## src/rtl/lcd_timing_800_480.sv

```systemverilog
// lcd_timing_800_480
// Raster timing generator for an 800x480 parallel-RGB LCD panel.
// A free-running horizontal/vertical counter pair is advanced by pix_en_i,
// and every output is a registered decode of the counters as they stood
// at the pix_en_i edge. A pixel (h,v) therefore shows on the outputs one
// clock after the strobe that sampled it.
//
// Ports:
//   clk_i          pixel-domain clock
//   rst_i          synchronous active-high reset
//   pix_en_i       pixel advance strobe (tie high for one pixel per clock)
//   hsync_o        horizontal sync, active level HSYNC_POL
//   vsync_o        vertical sync, active level VSYNC_POL
//   de_o           data enable, high inside the active area only
//   x_o            horizontal position, counts through blanking
//   y_o            vertical position, counts through blanking
//   frame_start_o  one-clock pulse when pixel (0,0) is presented
//   line_start_o   one-clock pulse when x==0 is presented
module lcd_timing_800_480 #(
  parameter int H_ACTIVE  = 800,
  parameter int H_FRONT   = 40,
  parameter int H_SYNC    = 48,
  parameter int H_BACK    = 88,
  parameter int V_ACTIVE  = 480,
  parameter int V_FRONT   = 13,
  parameter int V_SYNC    = 3,
  parameter int V_BACK    = 32,
  parameter bit HSYNC_POL = 1'b0,
  parameter bit VSYNC_POL = 1'b0,
  localparam int H_TOTAL  = H_ACTIVE + H_FRONT + H_SYNC + H_BACK,
  localparam int V_TOTAL  = V_ACTIVE + V_FRONT + V_SYNC + V_BACK,
  localparam int XW       = $clog2(H_TOTAL),
  localparam int YW       = $clog2(V_TOTAL)
) (
  input  logic          clk_i,
  input  logic          rst_i,
  input  logic          pix_en_i,
  output logic          hsync_o,
  output logic          vsync_o,
  output logic          de_o,
  output logic [XW-1:0] x_o,
  output logic [YW-1:0] y_o,
  output logic          frame_start_o,
  output logic          line_start_o
);

  localparam logic [XW-1:0] H_LAST = XW'(H_TOTAL - 1);
  localparam logic [YW-1:0] V_LAST = YW'(V_TOTAL - 1);

  // Window edges as 32-bit values so an end bound equal to the total
  // (zero back porch) cannot wrap when narrowed to the counter width.
  localparam logic [31:0] HS_BEG = 32'(H_ACTIVE + H_FRONT);
  localparam logic [31:0] HS_END = 32'(H_ACTIVE + H_FRONT + H_SYNC);
  localparam logic [31:0] VS_BEG = 32'(V_ACTIVE + V_FRONT);
  localparam logic [31:0] VS_END = 32'(V_ACTIVE + V_FRONT + V_SYNC);
  localparam logic [31:0] H_ACT  = 32'(H_ACTIVE);
  localparam logic [31:0] V_ACT  = 32'(V_ACTIVE);

  logic [XW-1:0] h_q, h_d;
  logic [YW-1:0] v_q, v_d;
  logic [XW-1:0] x_q, x_d;
  logic [YW-1:0] y_q, y_d;
  logic          de_q, de_d;
  logic          hsync_q, hsync_d;
  logic          vsync_q, vsync_d;
  logic          fs_q, fs_d;
  logic          ls_q, ls_d;

  logic [31:0] h_ext, v_ext;
  logic        h_in_sync, v_in_sync;

  assign h_ext     = 32'(h_q);
  assign v_ext     = 32'(v_q);
  assign h_in_sync = (h_ext >= HS_BEG) && (h_ext < HS_END);
  assign v_in_sync = (v_ext >= VS_BEG) && (v_ext < VS_END);

  always_comb begin
    h_d     = h_q;
    v_d     = v_q;
    x_d     = x_q;
    y_d     = y_q;
    de_d    = de_q;
    hsync_d = hsync_q;
    vsync_d = vsync_q;
    // Start strobes are single-clock pulses whatever the pix_en duty.
    fs_d    = 1'b0;
    ls_d    = 1'b0;
    if (pix_en_i) begin
      if (h_q == H_LAST) begin
        h_d = '0;
        v_d = (v_q == V_LAST) ? '0 : v_q + 1'b1;
      end else begin
        h_d = h_q + 1'b1;
      end
      x_d     = h_q;
      y_d     = v_q;
      de_d    = (h_ext < H_ACT) && (v_ext < V_ACT);
      hsync_d = h_in_sync ? HSYNC_POL : ~HSYNC_POL;
      vsync_d = v_in_sync ? VSYNC_POL : ~VSYNC_POL;
      ls_d    = (h_q == '0);
      fs_d    = (h_q == '0) && (v_q == '0);
    end
  end

  always_ff @(posedge clk_i) begin
    if (rst_i) begin
      h_q     <= '0;
      v_q     <= '0;
      x_q     <= '0;
      y_q     <= '0;
      de_q    <= 1'b0;
      hsync_q <= ~HSYNC_POL;
      vsync_q <= ~VSYNC_POL;
      fs_q    <= 1'b0;
      ls_q    <= 1'b0;
    end else begin
      h_q     <= h_d;
      v_q     <= v_d;
      x_q     <= x_d;
      y_q     <= y_d;
      de_q    <= de_d;
      hsync_q <= hsync_d;
      vsync_q <= vsync_d;
      fs_q    <= fs_d;
      ls_q    <= ls_d;
    end
  end

  assign hsync_o       = hsync_q;
  assign vsync_o       = vsync_q;
  assign de_o          = de_q;
  assign x_o           = x_q;
  assign y_o           = y_q;
  assign frame_start_o = fs_q;
  assign line_start_o  = ls_q;

endmodule

```

## config.mk

```make
export PLATFORM = sky130hd
export DESIGN_NAME = lcd_timing_800_480
export DESIGN_NICKNAME = d
export VERILOG_FILES = /design/src/rtl/lcd_timing_800_480.sv
export SDC_FILE = /design/constraint.sdc
export NUM_CORES = 1
export LEC_CHECK = 0
export ABC_AREA = 1
export BUFFER_PORTS_ARGS = -buffer_cell sky130_fd_sc_hd__buf_4
export CAP_MARGIN = 30
export CORE_MARGIN = 1.5
export CORE_UTILIZATION = 60
export DETAILED_ROUTE_END_ITERATION = 8
export PLACE_DENSITY = 0.83
export SLEW_MARGIN = 10
export SYNTH_ARGS = -nofsm -noshare
export SYNTH_HDL_FRONTEND = slang
export SYNTH_SLANG_ARGS = --single-unit
```

## constraint.sdc

```tcl
create_clock -name clk_i -period 3.4 [get_ports clk_i]
set_input_delay 0.68 -clock clk_i [delete_from_list [all_inputs] [get_ports clk_i]]
set_output_delay 0.68 -clock clk_i [all_outputs]
set_load 0.05 [all_outputs]
```

==> metrics.txt <==
DR vias/cell=5.30; Pint=750 uW; Initial Utilization=0.621; post-synthesis cell type count=25; sw frac=0.256; Synth Register Bits=45; Reg power frac=0.547; Post-CTS Resized=0; CP endpoint kind=output pin; final net count=314; die width=61.5 um; Antenna Violating Nets Remaining=0; die area=0.00379 mm^2; largest net degree at the start of global routing=44; Max Cap Viol=0; Synthesized Nets=289; total power=1.01 mW; DRT Pass-1 Iters=4; H-tree levels=2; Top FF cell, synth=dfxtp_1; switching power=258 uW; setup_tns=0 ps; via count=1867; synth warn=0; Cell Chain, Critical Path=buf_4; GRT Overall Usage=0.243; Pwr Density=427 mW/mm^2; register area share after synthesis=0.438; Worst Max-Slew Pin Slew=402 ps; Overflow after GRT=0; Worst-Skew Late Latency=350 ps; worst path buffer plus inverter count=1; Max clock buf depth=2; CTS tree=done; Max VDD drop=0.339 mV; CP Data Required Time=2720 ps; peak per-stage delay on the critical path=390 ps; Post-CTS Setup Bufs=0; Slew headroom=0.732; n_diodes=0; count of buffers from port buffering=27; Layout fillers=311; clock-pin slew on the worst setup and hold paths=130 ps; Hold Fails Final Rpt=0; EDFF count, synth=0; row count=21; Die H=61.5 um; Post-Synthesis Cells=280; vias in the first global route=1620; initial antenna violation count=0; layout cells sized above 1=0.150; commonest cells after routing, fill and taps aside=nand2_1, dfxtp_1, nor2_1; final WL=4340 um; Worst Skew=7.62 ps; RSZ-0062 raised after global routing=no; final worst path period share=0.482; Synth Area per Inst=7.34 um^2; IO Count=28; wire per inst=12.3 um; clock tree sinks=45; status=complete, no violations; clock root cell=clkbuf_4; Tmin final=1640 ps; clock share of power=0.337; most common cell after layout, fill and taps aside=nand2_1; final design area excluding fillers=0.00236 mm^2; Area Growth Syn to Fin=14.8%; endpoints failing setup=0; first-pass GRT wire length=6890 um; Crit Path Category=reg -> out; cell area after synthesis=0.00206 mm^2; Critical Path AT=960 ps; HP Class=reg -> reg; hold buffers post-CTS=0; Logic pwr share=0.116; FMAX=610 MHz; leakage power=0.991 nW; Placement Cell Area=0.00227 mm^2; total CTS buffers=5; Slew Viols, Final=0; CP max FO=2; Top delay family on crit path=flip-flops; Worst setup SP type=register; core box area=0.00331 mm^2; initial drt markers=100; CP max stage cell=dfxtp_1; DRC=0; Synth async-reset ratio=0; dpl hpwl=3020 um; routability cong.=0.862
## worst paths after layout
kind	startpoint	to	slack, ps	cells after the start
hold / removal	x_o[2]	x_o[2]	470	2
setup reg to reg	v_q[0]	v_q[4]	1830	8
setup / recovery	hsync_o	hsync_o	1760	1
hold reg to reg	x_o[2]	x_o[2]	470	2
## per-stage QoR
| step | utilization | setup WS [ps] | instances | hold WS (ps) |
|---|---|---|---|---|
| 3_3_place_gp | 0.687 | 1510 | 344 | 455 |
| 2_1_floorplan | - | 1870 | 280 | 472 |
| 4_1_cts | 0.713 | 1760 | 352 | 479 |
| 3_5_place_dp | 0.687 | 1480 | 344 | 458 |
| 6_report | 0.713 | 1760 | 352 | 474 |
| 5_1_grt | 0.713 | 1650 | 352 | 500 |
## registers in the layout, summed over array words and instances, names as in the netlist
signal,cells
h_q,10
de_o,1
y_o,10
v_q,10
x_o,10
frame_start_o,1
vsync_o,1
hsync_o,1
line_start_o,1
## final cells by class
| class | count | area (um^2) | share of cell area |
|---|---|---|---|
| Clock inverter | 1 | 30.0 | 0.0127 |
| Clock buffer | 7 | 55.1 | 0.0233 |
| Multi-Input combinational cell | 195 | 997 | 0.423 |
| Timing Repair Buffer | 27 | 203 | 0.0859 |
| Tap cell | 46 | 57.6 | 0.0244 |
| Sequential cell | 45 | 901 | 0.382 |
| Inverter | 31 | 116 | 0.0493 |
## power by group through the flow
stage / Sequential, mW / Combinational [mW] / Clock (mW)
final: 0.551 / 0.117 / 0.340
after global routing: 0.553 / 0.126 / 0.365
after CTS: 0.551 / 0.117 / 0.345
after detailed placement: 0.563 / 0.117 / 0
after global placement: 0.563 / 0.116 / 0
after floorplan: 0.610 / 0.0390 / 0
## cell usage after synthesis, drive strengths merged (2+ instances only)
| master | instances | area (um^2) |
|---|---|---|
| a211oi | 3 | 22.5 |
| a21oi | 25 | 125 |
| buf | 7 | 33.8 |
| clkbuf | 2 | 7.51 |
| dfxtp | 45 | 901 |
| ha | 6 | 75.1 |
| inv | 30 | 113 |
| nand2 | 54 | 210 |
| nand3 | 14 | 82.6 |
| nand4 | 7 | 50.1 |
| nor2 | 48 | 210 |
| nor3 | 10 | 50.1 |
| o211ai | 2 | 15.0 |
| o21ai | 18 | 90.1 |
| xor2 | 5 | 43.8 |
## cells by family after synthesis
family,after synthesis,share of synthesized area
buffers and inverters,40,0.0767
DFF,45,0.438
and+or+nand+nor,135,0.300
AOI/OAI and AO/OA,48,0.123
adders and majority gates,6,0.0365
xor gates and xnor gates,6,0.0256
## layer usage
layer	global-route usage	vias to the layer above	wire length (um)	part of all wire
met3	0.0399	9	236	0.054
met2	0.386	57	1970	0.45
met4	0.109	0	84	0.019
met1	0.325	845	2050	0.47
met5	0	-	0	0
li1	-	956	-	-
(Power assumes the default switching activity.)
